$ cat src/rtl/km_scan_wb.sv
// Keyboard-matrix scanner: row drive, 2-flop column sync, per-key debounce,
// press/release event FIFO and a Wishbone register window with FIFO interrupt.
module km_scan_wb #(
  parameter int N_ROWS         = 4,
  parameter int N_COLS         = 12,
  parameter int DEBOUNCE       = 4,
  parameter int FIFO_DEPTH     = 8,
  parameter int SETTLE_DEFAULT = 240
) (
  input  logic              clk,
  input  logic              rst_n,
  output logic [N_ROWS-1:0] km_row,
  input  logic [N_COLS-1:0] km_col,
  input  logic [2:0]        wb_addr,
  output logic [31:0]       wb_rdata,
  input  logic [31:0]       wb_wdata,
  input  logic              wb_we,
  input  logic              wb_cyc,
  output logic              wb_ack,
  output logic              irq
);
  localparam int AW = $clog2(FIFO_DEPTH);
  localparam logic [1:0] ROW_LAST = 2'(N_ROWS - 1);
  localparam logic [3:0] COL_LAST = 4'(N_COLS - 1);
  localparam logic [2:0] DB_LAST  = 3'(DEBOUNCE - 1);

  typedef enum logic [1:0] {IDLE, DRIVE, SAMPLE, EMIT} state_t;

  state_t            state;
  logic [1:0]        row;
  logic [3:0]        col;
  logic [15:0]       settle_cnt;
  logic [N_COLS-1:0] col_s1, col_s2, snap;
  logic [N_COLS-1:0] st  [N_ROWS];
  logic [2:0]        cnt [N_ROWS][N_COLS];

  logic              en, ovf;
  logic [15:0]       settle;
  logic [6:0]        fifo_mem [FIFO_DEPTH];
  logic [AW-1:0]     wr_ptr, rd_ptr;
  logic [AW:0]       level;
  logic [31:0]       rd_mux;

  logic       acc, pop, push, push_ok, empty, full;
  logic       key_snap, key_st;
  logic [2:0] key_cnt;
  logic [1:0] next_row;
  logic [6:0] head;
  logic       unused_wdata;

  assign acc      = wb_cyc & ~wb_ack;
  assign empty    = (level == '0);
  assign full     = (level == (AW+1)'(FIFO_DEPTH));
  assign pop      = acc & ~wb_we & (wb_addr == 3'd1) & ~empty;
  assign key_snap = snap[col];
  assign key_st   = st[row][col];
  assign key_cnt  = cnt[row][col];
  assign push     = (state == EMIT) && (key_snap != key_st) && (key_cnt == DB_LAST);
  assign push_ok  = push & (~full | pop);
  assign next_row = (row == ROW_LAST) ? 2'd0 : row + 2'd1;
  assign head     = fifo_mem[rd_ptr];
  assign unused_wdata = ^wb_wdata[31:16];

  // Scan sequencer; the row index survives IDLE so a re-enable resumes where it stopped.
  always_ff @(posedge clk or negedge rst_n) begin
    if (!rst_n) begin
      state      <= IDLE;
      row        <= '0;
      col        <= '0;
      settle_cnt <= '0;
      km_row     <= '1;
      col_s1     <= '1;
      col_s2     <= '1;
      snap       <= '0;
      for (int r = 0; r < N_ROWS; r++) begin
        st[r] <= '0;
        for (int c = 0; c < N_COLS; c++) cnt[r][c] <= '0;
      end
    end else begin
      col_s1 <= km_col;
      col_s2 <= col_s1;
      case (state)
        IDLE: begin
          if (en) begin
            state      <= DRIVE;
            km_row     <= ~(N_ROWS'(1) << row);
            settle_cnt <= 16'd1;
          end
        end
        DRIVE: begin
          if (settle_cnt >= settle) state <= SAMPLE;
          else settle_cnt <= settle_cnt + 16'd1;
        end
        SAMPLE: begin
          snap   <= ~col_s2;
          col    <= '0;
          km_row <= '1;
          state  <= EMIT;
        end
        EMIT: begin
          if (key_snap == key_st) begin
            cnt[row][col] <= '0;
          end else if (key_cnt == DB_LAST) begin
            st[row][col]  <= key_snap;
            cnt[row][col] <= '0;
          end else begin
            cnt[row][col] <= key_cnt + 3'd1;
          end
          if (col == COL_LAST) begin
            row <= next_row;
            if (en) begin
              state      <= DRIVE;
              km_row     <= ~(N_ROWS'(1) << next_row);
              settle_cnt <= 16'd1;
            end else begin
              state <= IDLE;
            end
          end else begin
            col <= col + 4'd1;
          end
        end
        default: state <= IDLE;
      endcase
    end
  end

  always_ff @(posedge clk) begin
    if (push_ok) fifo_mem[wr_ptr] <= {key_snap, row, col};
  end

  // A pop and a push in the same cycle leave the level unchanged, even when full.
  always_ff @(posedge clk or negedge rst_n) begin
    if (!rst_n) begin
      wr_ptr <= '0;
      rd_ptr <= '0;
      level  <= '0;
      irq    <= 1'b0;
    end else begin
      if (push_ok) wr_ptr <= wr_ptr + 1'b1;
      if (pop)     rd_ptr <= rd_ptr + 1'b1;
      case ({push_ok, pop})
        2'b10:   level <= level + 1'b1;
        2'b01:   level <= level - 1'b1;
        default: level <= level;
      endcase
      irq <= ~empty;
    end
  end

  always_comb begin
    rd_mux = '0;
    case (wb_addr)
      3'd0: rd_mux = {20'b0, 4'(level), 5'b0, ovf, empty, en};
      3'd1: if (!empty) rd_mux = {1'b1, 22'b0, head[6], 2'b0, head[5:4], head[3:0]};
      3'd2: rd_mux = {16'b0, settle};
      3'd4, 3'd5, 3'd6, 3'd7:
        if (int'(wb_addr[1:0]) < N_ROWS) rd_mux = 32'(st[wb_addr[1:0]]);
      default: rd_mux = '0;
    endcase
  end

  // Register side effects land on the edge that raises wb_ack; a dropped push beats a same-cycle OVF clear.
  always_ff @(posedge clk or negedge rst_n) begin
    if (!rst_n) begin
      wb_ack   <= 1'b0;
      wb_rdata <= '0;
      en       <= 1'b0;
      ovf      <= 1'b0;
      settle   <= 16'(SETTLE_DEFAULT);
    end else begin
      wb_ack   <= acc;
      wb_rdata <= (acc & ~wb_we) ? rd_mux : 32'd0;
      if (acc & wb_we) begin
        case (wb_addr)
          3'd0: begin
            en <= wb_wdata[0];
            if (wb_wdata[2]) ovf <= 1'b0;
          end
          3'd2:    settle <= wb_wdata[15:0];
          default: ;
        endcase
      end
      if (push & full & ~pop) ovf <= 1'b1;
    end
  end
endmodule

$ cat config.mk
export PLATFORM = sky130hd
export DESIGN_NAME = km_scan_wb
export DESIGN_NICKNAME = d
export VERILOG_FILES = /design/src/rtl/km_scan_wb.sv
export SDC_FILE = /design/constraint.sdc
export NUM_CORES = 1
export LEC_CHECK = 0
export BUFFER_PORTS_ARGS = -buffer_cell sky130_fd_sc_hd__buf_2
export CAP_MARGIN = 20
export CELL_PAD_IN_SITES_DETAIL_PLACEMENT = 1
export CELL_PAD_IN_SITES_GLOBAL_PLACEMENT = 2
export CORE_ASPECT_RATIO = 1.25
export CORE_MARGIN = 2
export CORE_UTILIZATION = 43
export CTS_CLUSTER_DIAMETER = 100
export DETAILED_ROUTE_END_ITERATION = 12
export PLACE_DENSITY = 0.8
export REMOVE_ABC_BUFFERS = 1
export SETUP_SLACK_MARGIN = 0.05
export SLEW_MARGIN = 20
export SYNTH_ARGS = -nofsm -noshare
export SYNTH_HDL_FRONTEND = slang
export SYNTH_SLANG_ARGS = --single-unit
$ cat constraint.sdc
create_clock -name clk -period 6.4 [get_ports clk]
set_input_delay 0.96 -clock clk [delete_from_list [all_inputs] [get_ports clk]]
set_output_delay 0.96 -clock clk [all_outputs]
set_load 0.05 [all_outputs]
Word level (Yosys, flattened, before mapping)
Memory sizes are Yosys's and may differ from the RTL's. Cells that the tools add are included.

Order comparisons: 8. Shift-type cells: 2. Muxes and demuxes: 54. Add/subtract/negate cells: 8. Reduce and logical (&&, ||, !) cells: 25. Bitwise logic cells: 23. Equality and inequality tests: 23.

Operators by type and width (number): $mux 144 (2); $and 144x144->144 (1); $bwmux 144 (1); $not 144->144 (1); $pmux 32 s4 (1); $mux 36 (3); $bmux 36 s2 (1); $demux 36 s2 (1); $mux 32 (2); $mux 12 (5); $bmux 12 s2 (2); $bwmux 48 (1); $mux 16 (3); $pmux 16 s3 (1); $demux 12 s2 (1); $add 16x1->16 const B (1); $ge 16x16->1 (1); $mux 4 (4); $pmux 4 s2 (2); $bmux 3 s4 (1); $demux 3 s4 (1); $eq 3x3->1 const B (4); $not 12->12 (1); $pmux 4 s3 (1); 42 further kinds (101).

Memory bits (writable): 56. Bits in registers: 318. Memories kept: 1. Logic and storage cells: 213. Input port bits: 51. Output and inout port bits: 38.

Memory list: fifo_mem (depth 8, bits a word 7, rd ports 1, clocked after Yosys merged registers in 0, write ports 1, RTL line 39) `logic [6:0] fifo_mem [FIFO_DEPTH];`.

Depth between registers and ports, before layout
Gate-level depths: netlist of run 1.

Word-level depth: 13. Gate-level depth with buffers: 21. Gate-level depth less buffers: 17.

Worst setup path after synthesis of run 1
No wires, ideal clock.

Path type: register to register. Start point: register row[0]. End point: memory fifo_mem[1][0], enable pin. Data arrival time: 4.270 ns. Path slack: 1.750 ns. Path buffers: 4. Library setup time: 0.380 ns. Period minus slack after synthesis: 4.650 ns. Stages on the path, launching flop included: 17. Required time: 6.020 ns. Path through: dfrtp_1 buf_6 buf_8 buf_6 buf_1 mux4_2 mux4_2 a21oi_1 ha_1 nand2_1 nor2_1 nand2_1 a21o_1 nand3_4 o21ai_1 or2_1 nor3_1.

Cells in the longest elaborated chain, start to end: 12. Elaborated cells between the ends (all ways): 19. Classes of those cells: eq/ne: 2; mux: 13; bitwise: 2; reduce/logical: 2.

Ends and longest elaborated chain: start, declared (RTL line 30) `logic [1:0] row;`; start signal, assigned (RTL line 110) `row <= next_row;`; $not 2->3 (not written as such) * (RTL line 56, 57); $bmux 36 s2 / $bmux 12 s2 (equally long branches) (RTL line 57, 56); $mux 36 (not written as such) / $mux 12 (equally long branches) (2 in series) (RTL line 57, 56); $bmux 3 s4 / $bmux 1 s4 (equally long branches) (RTL line 57, 56); $mux 3 (not written as such) / $mux 1 (equally long branches) (RTL line 57, 56); $mux 3 (not written as such) / $ne 1x1->1 (equally long branches) (RTL line 57, 58); $eq 3x2->1 / $logic_and 1x1->1 (equally long branches) (RTL line 58) `assign push = (state == EMIT) && (key_snap != key_st) && (key_cnt == DB_LAST);`; $logic_and 1x1->1 * (RTL line 58); $and 1x1->1 * (RTL line 59) `assign push_ok = push & (~full | pop);`; $mux 1 * (RTL line 128) `if (push_ok) fifo_mem[wr_ptr] <= {key_snap, row, col};`; $mux 1 (not written as such) * (RTL line 128); end, declared (RTL line 39).

Mark *: on every way between the ends. The rest lies on a longest branch, timed or not. The select of a mux whose other input is x is not followed.

Worst setup path after layout of run 1
Start point: register row[0]. End point: memory fifo_mem[4][2], enable pin.

Same word-level chain as after synthesis.

==> results.md, run 1 <==
* Synth top cells by count: dfrtp_1 (271), nand2_1 (247), o21ai_0 (128)
* Top_reg_cell synth: dfrtp_1
* Switching Power at 0.002690 W
* CTS root buf: clkbuf_16
* Die height at 227.5 um
* Synthesis-stage register bit count at 359
* Area Overhead vs Synth at 10.90%
* Core area at 39320 um^2
* P_leak at 8.139 nW
* Post-CTS setup buffers at 0
* Hold Violations, Final at 0
* Layout fillers at 4078
* Total Routed Length at 41700 um
* Placer Congestion at 0.7757
* Total CTS buffers at 38
* DP Area at 17700 um^2
* Wire per inst at 21.16 um
* Final ANT Viol Nets at 0
* Crit-path cells: mux4_2 -> mux4_2 -> mux2i_1 -> nor2_1 -> a21oi_1 -> ha_1 -> nand2_1 -> nor2_1 -> nand2_1 -> a21o_1 -> nand3_4 -> o21ai_1 -> nand2b_1 -> nor2_1
* Power Internal at 0.004766 W
* Seq pwr share at 0.382
* Hold_buf cts at 0
* Antenna Cells at 0
* Crit path largest cell delay at 1.03 ns
* Post-synth ARST share at 0.8440
* Top cells by area, synth: dfrtp_1 (39%), edfxtp_1 (9.8%), mux4_2 (9.6%)
* Crit. End Element: flop
* # setup viols final at 0
* Slew Viols, Final at 0
* Worst-path clk slew at 0.06 ns
* CTS tree: done
* RSZ-0062 raised after global routing: no
* Die ar. at 41590 um^2
* Vias at 11060
* Seq/Total Area, Yosys at 0.5414
* Vias per cell at 5.616
* Drt pass-1 iters at 4
* Number of max-cap violations at 0
* Initial core utilization at 0.4370
* Nature of the critical path startpoint: flop
* Slew @ Worst Pin at 1.024 ns
* Post-synthesis instance total at 1416
* Fmax at 199.2 MHz
* Final TNS setup at 0 ns
* IO buf count at 57
* Count leader, synth: dfrtp_1
* Clock group share of total power at 0.320
* CP Class: flop to flop
* Share of layout cells above drive strength 1 at 0.2344
* Slew HR at 0.3173
* Top-area cell type share of the netlist area at 0.3946
* Resized Gates After CTS at 0
* Power Dens Cells at 391.3 nW/um^2
* Initial antenna violation count at 0
* Cell Rows at 81
* Hold Path Class: input port to asynchronous set/reset pin
* Layout Nets at 1533
* Worst VDD drop at 0.3670 mV
* Number of global-route vias before repair at 12040
* Grt ovf at 0
* Yosys top cell by area: dfrtp_1
* Critical path's slowest cell: dfrtp_4
* Final Skew at 0.01747 ns
* Post-Layout Inst Area at 19060 um^2
* Ys Warns at 0
* Buffers plus inverters on the worst setup path at 0
* Sw Ratio at 0.3608
* Dpl hpwl at 27540 um
* Largest net degree at the start of global routing at 170
* # DRC at 0
* Cell family with most CP delay: simple AND/OR/NAND/NOR gates
* Most frequent CP cell: nor2_1
* Number of enable flip-flop cells after synthesis at 56
* First-pass GRT wire length at 67890 um
* Comb pwr share at 0.298
* Crit path DAT at 5.19 ns
* Cell Area, Synth at 17180 um^2
* Die Wd at 182.8 um
* CP required at 6.57 ns
* Total track usage at 0.2100
* Clk buf depth at 3
* Initial DRC Count at 560
* Fin crit share at 0.7845
* IO Pins at 89
* Clk sinks at 359
* Yosys cell types at 66
* Outcome: complete, no violations
* Maximum net fanout on the critical path at 50
* Htree depth at 2
* Clock latency on the worst-skew pair at 0.54 ns
* Avg Inst Size Synth at 12.14 um^2
* Min Tclk post-route at 5.021 ns
logic make-up after synthesis:
group | count (synthesis) | share of synthesized area
flip-flops | 359 | 0.5414
buffers and inverters | 137 | 0.04274
XOR/XNOR | 7 | 0.003568
multiplexers | 182 | 0.1777
AO/OA/AOI/OAI | 268 | 0.09480
adder cells (fa/ha/maj) | 40 | 0.02912
AND/OR/NAND/NOR | 422 | 0.1104
other | 1 | 0.0002182
stage by stage:
| step | setup slack, ns | utilization | total power, W | cells | hold WS (ns) |
|---|---|---|---|---|---|
| final | 1.379 | 0.4846 | 0.007456 | 1970 | 0.3347 |
| after global routing | 1.014 | 0.4846 | 0.007861 | 1970 | 0.3505 |
| after CTS | 1.025 | 0.4845 | 0.007563 | 1970 | 0.3385 |
| after detailed placement | 1.052 | 0.4500 | 0.005155 | 1900 | 0.3470 |
| after global placement | 1.165 | 0.4498 | 0.005087 | 1899 | 0.3463 |
| after floorplan | 0.8645 | - | 0.004290 | 1330 | 0.3452 |
layout by cell type (no fill, tap or decap), types with 6 or more instances in the layout:
| master | count |
|---|---|
| nor2_1 | 57 |
| o21ai_1 | 30 |
| a21o_1 | 10 |
| nor2b_1 | 11 |
| nand3_1 | 18 |
| dfrtp_1 | 269 |
| edfxtp_1 | 56 |
| inv_1 | 37 |
| a21oi_1 | 24 |
| and2_1 | 23 |
| clkbuf_16 | 43 |
| nand2_1 | 247 |
| mux2_2 | 62 |
| clkinv_2 | 9 |
| dfstp_2 | 32 |
| ha_1 | 40 |
| nand2b_1 | 19 |
| buf_4 | 14 |
| nor3_1 | 9 |
| mux2i_1 | 19 |
| and3_1 | 8 |
| mux4_2 | 73 |
| o21ai_0 | 128 |
| clkbuf_1 | 6 |
| conb_1 | 15 |
| buf_2 | 56 |
| mux4_1 | 13 |
| o31ai_1 | 20 |
| o21ai_2 | 20 |
| mux2_1 | 14 |
power by group through the flow:
stage | Combinational (W) | Sequential [W] | Clock, W
after global placement | 0.00220 | 0.00289 | 0
final | 0.00222 | 0.00285 | 0.00238
after floorplan | 0.00138 | 0.00291 | 0
after global routing | 0.00245 | 0.00289 | 0.00251
after CTS | 0.00227 | 0.00286 | 0.00244
after detailed placement | 0.00225 | 0.00290 | 0
area by class of cell:
| type | instances | area, um^2 | share of cell area |
|---|---|---|---|
| well taps | 498 | 623.1 | 0.03270 |
| multi-input cells | 934 | 7207 | 0.3782 |
| flip-flops and latches | 359 | 9311 | 0.4886 |
| clock inverters | 19 | 230.2 | 0.01208 |
| inverters | 37 | 138.9 | 0.007288 |
| repair buffers | 72 | 420.4 | 0.02206 |
| clock buffers | 51 | 1126 | 0.05909 |
worst reg2reg max path: cells and delay by family (launching register included):
kind	cells	cell delay [ns]
muxes	3	1.38
adders and majority gates	1	0.28
and+or+nand+nor	7	1.41
DFF	1	1.03
AOI/OAI and AO/OA	3	0.57
state kept, by name, indices dropped and copies added, names as in the netlist:
name and count:
cnt 144, fifo_mem 56, st 48, wb_rdata 17, settle 16, settle_cnt 16
col_s1 12, col_s2 12, snap 12, col 4, km_row 4, level 4
rd_ptr 3, wr_ptr 3, row 2, state 2, en 1, irq 1
ovf 1, wb_ack 1
worst paths after layout:
kind	depth (start not counted)	endpoint	slack, ns	from
worst max-delay path	14	fifo_mem[4][2]$_DFFE_PP_	1.38	row[0]$_DFFE_PN0P_
min in group clk	0	col_s2[1]$_DFF_PN1_	0.35	col_s1[1]$_DFF_PN1_
worst max register to register	14	fifo_mem[4][2]$_DFFE_PP_	1.38	row[0]$_DFFE_PN0P_
worst min register to register	0	col_s2[1]$_DFF_PN1_	0.35	col_s1[1]$_DFF_PN1_
max in group asynchronous	2	snap[3]$_DFFE_PN0P_	4.65	rst_n
worst min-delay path	1	settle[14]$_DFFE_PN0P_	0.33	rst_n
routing by layer:
metal / up-vias / global-route usage / wire [um]
met1: 5735 / 0.2648 / 17500
met5: - / 0 / 0
li1: 5088 / - / -
met3: 75 / 0.02848 / 1271
met4: 0 / 0.06735 / 1231
met2: 165 / 0.3758 / 21690
No activity file was read; power rests on OpenSTA's default activity.
==> run 2: changes to the inputs <==
Settings changed: ABC_AREA set to 1, CORE_UTILIZATION 43 to 35, PLACE_DENSITY 0.8 to 0.77.
Clock period 6.4 ns to 4.2 ns, I/O delays scaled along.
==> run 2 against run 1 <==
  * Sequential share of layout area decreased by 3.0 points
  * Critical path depth grew 1
  * Clock power up 56%
  * Cell count up 42%
  * Area after synthesis is 3.0% higher
  * Synthesized cell count grew 44%
  * Wire length is 34% higher
  * Maximum frequency increased by 33%
  * First-iteration DRC count is 28% higher
  * Combinational power rose by 100%
  * Via count up 32%
==> results.md, run 2 <==
* Total Routed Length at 55730 um
* Hold Violations, Final at 0
* Grt ovf at 0
* Buffers plus inverters on the worst setup path at 4
* Number of global-route vias before repair at 15520
* Regs by FF count: cnt (144), fifo_mem (56), st (48)
* Final Skew at 0.02268 ns
* Total track usage at 0.2166
* Initial core utilization at 0.3528
* Nature of the critical path startpoint: flop
* Number of enable flip-flop cells after synthesis at 56
* Reg2Reg Depth at 15
* CTS tree: done
* Top_reg_cell synth: dfrtp_1
* Top cells by area, synth: dfrtp_1 (38%), edfxtp_1 (9.5%), nand2_1 (8.4%)
* Core area at 50190 um^2
* Die Wd at 205.2 um
* Antenna Cells at 0
* Placed Instances at 2728
* Worst VDD drop at 0.5154 mV
* Post-Layout Inst Area at 20300 um^2
* Crit path DAT at 4.04 ns
* Worst-path clk slew at 0.06 ns
* Maximum net fanout on the critical path at 22
* RSZ-0062 raised after global routing: no
* Largest register FFs at 144
* Yosys cell types at 56
* Placer Congestion at 0.8093
* Number of max-cap violations at 0
* Final Power at 0.01241 W
* Synthesis-stage register bit count at 359
* Final core occ at 0.4045
* Wire per inst at 19.89 um
* DP Area at 18900 um^2
* Critical path's slowest cell: dfrtp_4
* Vias per cell at 5.202
* # setup viols final at 0
* Flop2flop setup slack at 0.43 ns
* Htree depth at 2
* Total CTS buffers at 41
* Crit-path cells: buf_4 -> o21ai_0 -> o22ai_1 -> nand2_1 -> a31oi_1 -> or3_4 -> ha_1 -> ha_1 -> nand2_1 -> inv_1 -> nand3_2 -> nor2_4 -> inv_1 -> nor4_1 -> buf_4
* Post-synthesis instance total at 2043
* Share of layout cells above drive strength 1 at 0.1283
* Die ar. at 52410 um^2
* Yosys top cell by area: dfrtp_1
* Slew Viols, Final at 0
* Top reg by flops: cnt
* Fmax at 264.9 MHz
* Ys Warns at 0
* Seq pwr share at 0.342
* Final ANT Viol Nets at 0
* Top-area cell type share of the netlist area at 0.3830
* Crit path largest cell delay at 0.55 ns
* Clk sinks at 359
* CTS root buf: clkbuf_16
* Synth top cells by count: nand2_1 (396), dfrtp_1 (271), o21ai_0 (268)
* Slew HR at 0.3675
* Dpl hpwl at 38210 um
* # DRC at 0
* Fin crit share at 0.8987
* IO buf count at 57
* Hold_buf cts at 0
* Cell Area, Synth at 17710 um^2
* Die height at 255.5 um
* Post-CTS setup buffers at 0
* CP required at 4.47 ns
* Initial DRC Count at 716
* Reg2reg start: row[0]$_DFFE_PN0P_
* Clock latency on the worst-skew pair at 0.57 ns
* Clock group share of total power at 0.300
* Min Tclk post-route at 3.775 ns
* Count leader, synth: nand2_1
* Layout Nets at 2204
* Crit. End Element: flop
* Most common cell after layout, fill and taps aside: nand2_1
* Vias at 14580
* Power Internal at 0.007428 W
* CP Class: flop to flop
* Switching Power at 0.004985 W
* IO Pins at 89
* Most frequent cells in the layout: nand2_1 (396), dfrtp_1 (269), o21ai_0 (268)
* Hold Path Class: input port to asynchronous set/reset pin
* WHS at 0.03962 ns
* Cell Rows at 92
* Cell family with most CP delay: simple AND/OR/NAND/NOR gates
* First-pass GRT wire length at 88410 um
* Power Dens Cells at 611.4 nW/um^2
* Post-synth ARST share at 0.8440
* Outcome: complete, no violations
* Largest net degree at the start of global routing at 105
* Initial antenna violation count at 0
* RR Endpoint: fifo_mem[6][3]$_DFFE_PP_
* P_leak at 8.752 nW
* Seq/Total Area, Yosys at 0.5255
* Avg Inst Size Synth at 8.667 um^2
* Drt pass-1 iters at 5
* Comb pwr share at 0.359
* Area Overhead vs Synth at 14.66%
* Sw Ratio at 0.4016
* Final Instance Count excl. Fillers at 2802
* Clk buf depth at 3
* Slew @ Worst Pin at 0.9487 ns
run 2: cell types whose count changed after synthesis, sizes merged, moves of 27 or more:
cell | before | now
inv | 37 | 201
o21ai | 178 | 310
and2 | 27 | 0
nor2 | 57 | 220
a21oi | 26 | 101
nand3 | 20 | 104
mux4 | 86 | 0
mux2 | 76 | 17
nand2 | 247 | 401
run 2: power by group through the flow:
stage | Combinational, W | Clock (W) | Sequential (W)
after floorplan | 0.00230 | 0 | 0.00434
after global placement | 0.00441 | 0 | 0.00428
after detailed placement | 0.00451 | 0 | 0.00430
after CTS | 0.00453 | 0.00383 | 0.00424
after global routing | 0.00487 | 0.00395 | 0.00428
final | 0.00445 | 0.00372 | 0.00424
run 2: cells by family (layout without fill, tap and decap cells):
group,Yosys count,in the layout,synth area share
multiplexers,27,27,0.01647
XOR/XNOR,17,17,0.008409
buffers and inverters,315,402,0.07823
flip-flops,359,359,0.5255
AO/OA/AOI/OAI,521,521,0.1639
other,1,15,0.0002118
adder cells (fa/ha/maj),40,40,0.02827
AND/OR/NAND/NOR,763,763,0.1790
run 2: worst max-delay path by stage:
stage | startpoint | to | cells past startpoint
final | row[0]$_DFFE_PN0P_ | fifo_mem[6][3]$_DFFE_PP_ | 15
after global routing | row[0]$_DFFE_PN0P_ | fifo_mem[6][6]$_DFFE_PP_ | 15
after CTS | row[0]$_DFFE_PN0P_ | fifo_mem[6][3]$_DFFE_PP_ | 16
after detailed placement | row[0]$_DFFE_PN0P_ | fifo_mem[6][5]$_DFFE_PP_ | 16
after global placement | row[0]$_DFFE_PN0P_ | fifo_mem[7][3]$_DFFE_PP_ | 16
after floorplan | row[0]$_DFFE_PN0P_ | fifo_mem[7][0]$_DFFE_PP_ | 15
run 2: repair_timing:
action,4_1_cts,5_1_grt
setup endpoints to repair,0,7
hold endpoints to repair,0,0
resized for setup,0,1
run 2: per-layer routing:
layer  vias up  track usage  part of all wire
li1       6950            -                 -
met1      7304       0.2725              0.43
met2       228       0.3864              0.51
met3        93      0.02666             0.030
met4         0      0.06235             0.027
met5         -            0                 0
run 2: stage by stage:
stage                     setup TNS, ns  setup WS, ns
after CTS                             0        0.2839
after floorplan                 -186.11        -1.250
after global routing                  0        0.1327
after detailed placement              0        0.3682
final                                 0        0.4253
after global placement                0        0.4703
run 2: cell type report:
| cell class | instances | area, um^2 |
|---|---|---|
| clock buffer | 59 | 1206 |
| multi-input combinational | 1383 | 7078 |
| tap | 658 | 823.3 |
| timing repair buffer | 124 | 923.4 |
| inverter | 204 | 770.7 |
| sequential | 359 | 9309 |
| fill | 5906 | 29890 |
| clock inverter | 15 | 190.2 |
==> run 3: changes to the inputs <==
Settings changed: CORE_UTILIZATION 35 to 36, CTS_BUF_LIST set to sky130_fd_sc_hd__clkbuf_2, PLACE_DENSITY 0.77 to 0.79.
==> run 3 against run 2 <==
  * Utilization grew 1.0 points
  * Global-route usage is 1.2 points higher
  * Clock-buffer cell count grew 87
  * Critical path type unchanged
  * Wire length increased by 1.9%
  * Die area decreased by 2.7%
  * Critical path depth rose by 1
  * Maximum frequency barely moved
  * Sequential power about the same
  * Final area shrank 1.1%
  * Total power decreased by 10%
  * Clock skew rose by 0.099 ns
  * Largest cell class unchanged
  * Cell count is 4.2% higher
==> results.md, run 3 (synthesis results as in run 2) <==
* Die height at 252.0 um
* Placer Congestion at 0.8127
* Cell Rows at 90
* Layout fillers at 5828
* IO buf count at 57
* Worst slack at placement at 0.4622 ns
* Largest register FFs at 144
* Maximum net fanout on the critical path at 16
* Total track usage at 0.2282
* Slew HR at 0.3689
* Vias at 15080
* Hold Violations, Final at 0
* Flop2flop setup slack at 0.43 ns
* Power Internal at 0.006108 W
* Htree depth at 3
* Final core occ at 0.4145
* FF+latch area at 9309 um^2
* RR Endpoint: fifo_mem[7][3]$_DFFE_PP_
* CTS tree: done
* Worst setup endpoint: fifo_mem[7][3]$_DFFE_PP_
* Hold Path Class: input port to flop
* Grt ovf at 0
* WHS at 0.1442 ns
* Buffers plus inverters on the worst setup path at 5
* Nature of the critical path startpoint: flop
* Final WS setup at 0.4276 ns
* Crit path largest cell delay at 0.53 ns
* Seq pwr share at 0.381
* Routed met3 length at 2143 um
* Outcome: complete, no violations
* Post-Layout Inst Area at 20070 um^2
* Regs by FF count: cnt (144), fifo_mem (56), st (48)
* CP required at 5.02 ns
* Crit. End Element: flop
* Final Skew at 0.1212 ns
* Wire per inst at 19.44 um
* Total CTS buffers at 96
* Number of global-route vias before repair at 16380
* Power Dens Cells at 553.6 nW/um^2
* Dpl hpwl at 38290 um
* Fin crit share at 0.8982
* Vias per cell at 5.163
* Crit path launch: row[0]$_DFFE_PN0P_
* Slew Viols, Final at 0
* Sw Ratio at 0.4503
* # DRC at 0
* Number of max-cap violations at 0
* Switching Power at 0.005004 W
* P_leak at 8.858 nW
* Initial antenna violation count at 1
* Clock latency on the worst-skew pair at 1.13 ns
* Worst-path clk slew at 0.11 ns
* # setup viols final at 0
* Final ANT Viol Nets at 0
* Post-CTS setup buffers at 0
* Top reg by flops: cnt
* Die ar. at 50980 um^2
* Reg2Reg Depth at 16
* Clk sinks at 359
* Most common cell after layout, fill and taps aside: nand2_1
* M1 WL at 23980 um
* Share of layout cells above drive strength 1 at 0.1596
* Crit-path cells: inv_4 -> buf_4 -> o21ai_0 -> o22ai_1 -> nand2_1 -> a31oi_1 -> or3_4 -> ha_1 -> ha_1 -> nand2_1 -> inv_1 -> nand3_2 -> nor2_4 -> inv_1 -> nor4_1 -> buf_4
* Reg2reg start: row[0]$_DFFE_PN0P_
* Worst VDD drop at 0.4584 mV
* IO Pins at 89
* Total Routed Length at 56780 um
* Met2 WL at 28980 um
* Initial DRC Count at 737
* Die Wd at 202.4 um
* Fmax at 265.1 MHz
* First-pass GRT wire length at 90870 um
* Clk buf depth at 3
* Cell family with most CP delay: simple AND/OR/NAND/NOR gates
* Initial core utilization at 0.3657
* Layout Nets at 2291
* Comb pwr share at 0.392
* Clock group share of total power at 0.226
* Core area at 48420 um^2
* CTS root buf: clkbuf_2
* CP Class: flop to flop
* Area Overhead vs Synth at 13.36%
* Most frequent cells in the layout: nand2_1 (396), dfrtp_1 (269), o21ai_0 (268)
* Slew @ Worst Pin at 0.9456 ns
* Min Tclk post-route at 3.772 ns
* Multi-input logic area at 7074 um^2
* Crit path DAT at 4.59 ns
* DP Area at 18860 um^2
* Top routing layer in use: met4
* Critical path depth in cells at 16
* Critical path's slowest cell: dfrtp_4
* RSZ-0062 raised after global routing: no
* Largest net degree at the start of global routing at 106
* Drt pass-1 iters at 6
-- run 3: cell count changes in the layout (fill, tap and decap cells not counted), moves of 4 or more --
| cell | delta |
|---|---|
| clkbuf_2 | +146 |
| clkbuf_16 | -43 |
| dlygate4sd3_1 | +34 |
| clkinv_1 | +18 |
| clkbuf_1 | -9 |
| clkbuf_8 | -7 |
| clkinv_2 | -4 |
-- run 3: layout make-up --
type / count / area share
antenna: 1 / 0.0001247
clock buffer: 146 / 0.03641
sequential: 359 / 0.4638
tap: 644 / 0.04015
clock inverter: 27 / 0.007044
inverter: 204 / 0.03840
timing repair buffer: 156 / 0.06159
multi-input combinational: 1383 / 0.3525
-- run 3: worst min path at each step --
stage | slack, ns | cells past startpoint | from | endpoint
after global routing | 0.09 | 2 | km_col[1] | col_s1[1]$_DFF_PN1_
after global placement | 0.35 | 0 | col_s1[0]$_DFF_PN1_ | col_s2[0]$_DFF_PN1_
after detailed placement | 0.35 | 0 | col_s1[9]$_DFF_PN1_ | col_s2[9]$_DFF_PN1_
after CTS | 0.03 | 2 | km_col[1] | col_s1[1]$_DFF_PN1_
after floorplan | 0.33 | 0 | rst_n | cnt[0]$_DFFE_PN0P_
final | 0.14 | 2 | km_col[1] | col_s1[1]$_DFF_PN1_
-- run 3: repair_timing --
action | 4_1_cts | 5_1_grt
resized for setup | 0 | 0
hold endpoints to repair | 312 | 0
hold buffers | 34 | 0
-- run 3: metal layers --
| metal | vias to the layer above | track usage |
|---|---|---|
| li1 | 7176 | - |
| met1 | 7467 | 0.2709 |
| met2 | 326 | 0.4114 |
| met3 | 108 | 0.03242 |
| met4 | 0 | 0.09656 |
| met5 | - | 0 |
-- run 3: power by group through the flow --
stage               combinational, W  clock (W)  sequential (W)
finish                       0.00436    0.00252         0.00424
global route                 0.00477    0.00279         0.00428
CTS                          0.00443    0.00262         0.00424
detailed placement           0.00439          0         0.00430
global placement             0.00429          0         0.00429
floorplan                    0.00230          0         0.00434
-- run 3: stage by stage --
step           TNS [ns]  cells  power [W]
2_1_floorplan   -186.11   1946   0.006641
3_3_place_gp          0   2712   0.008579
3_5_place_dp          0   2712   0.008695
4_1_cts               0   2919    0.01128
5_1_grt               0   2920    0.01184
6_report              0   2920    0.01111
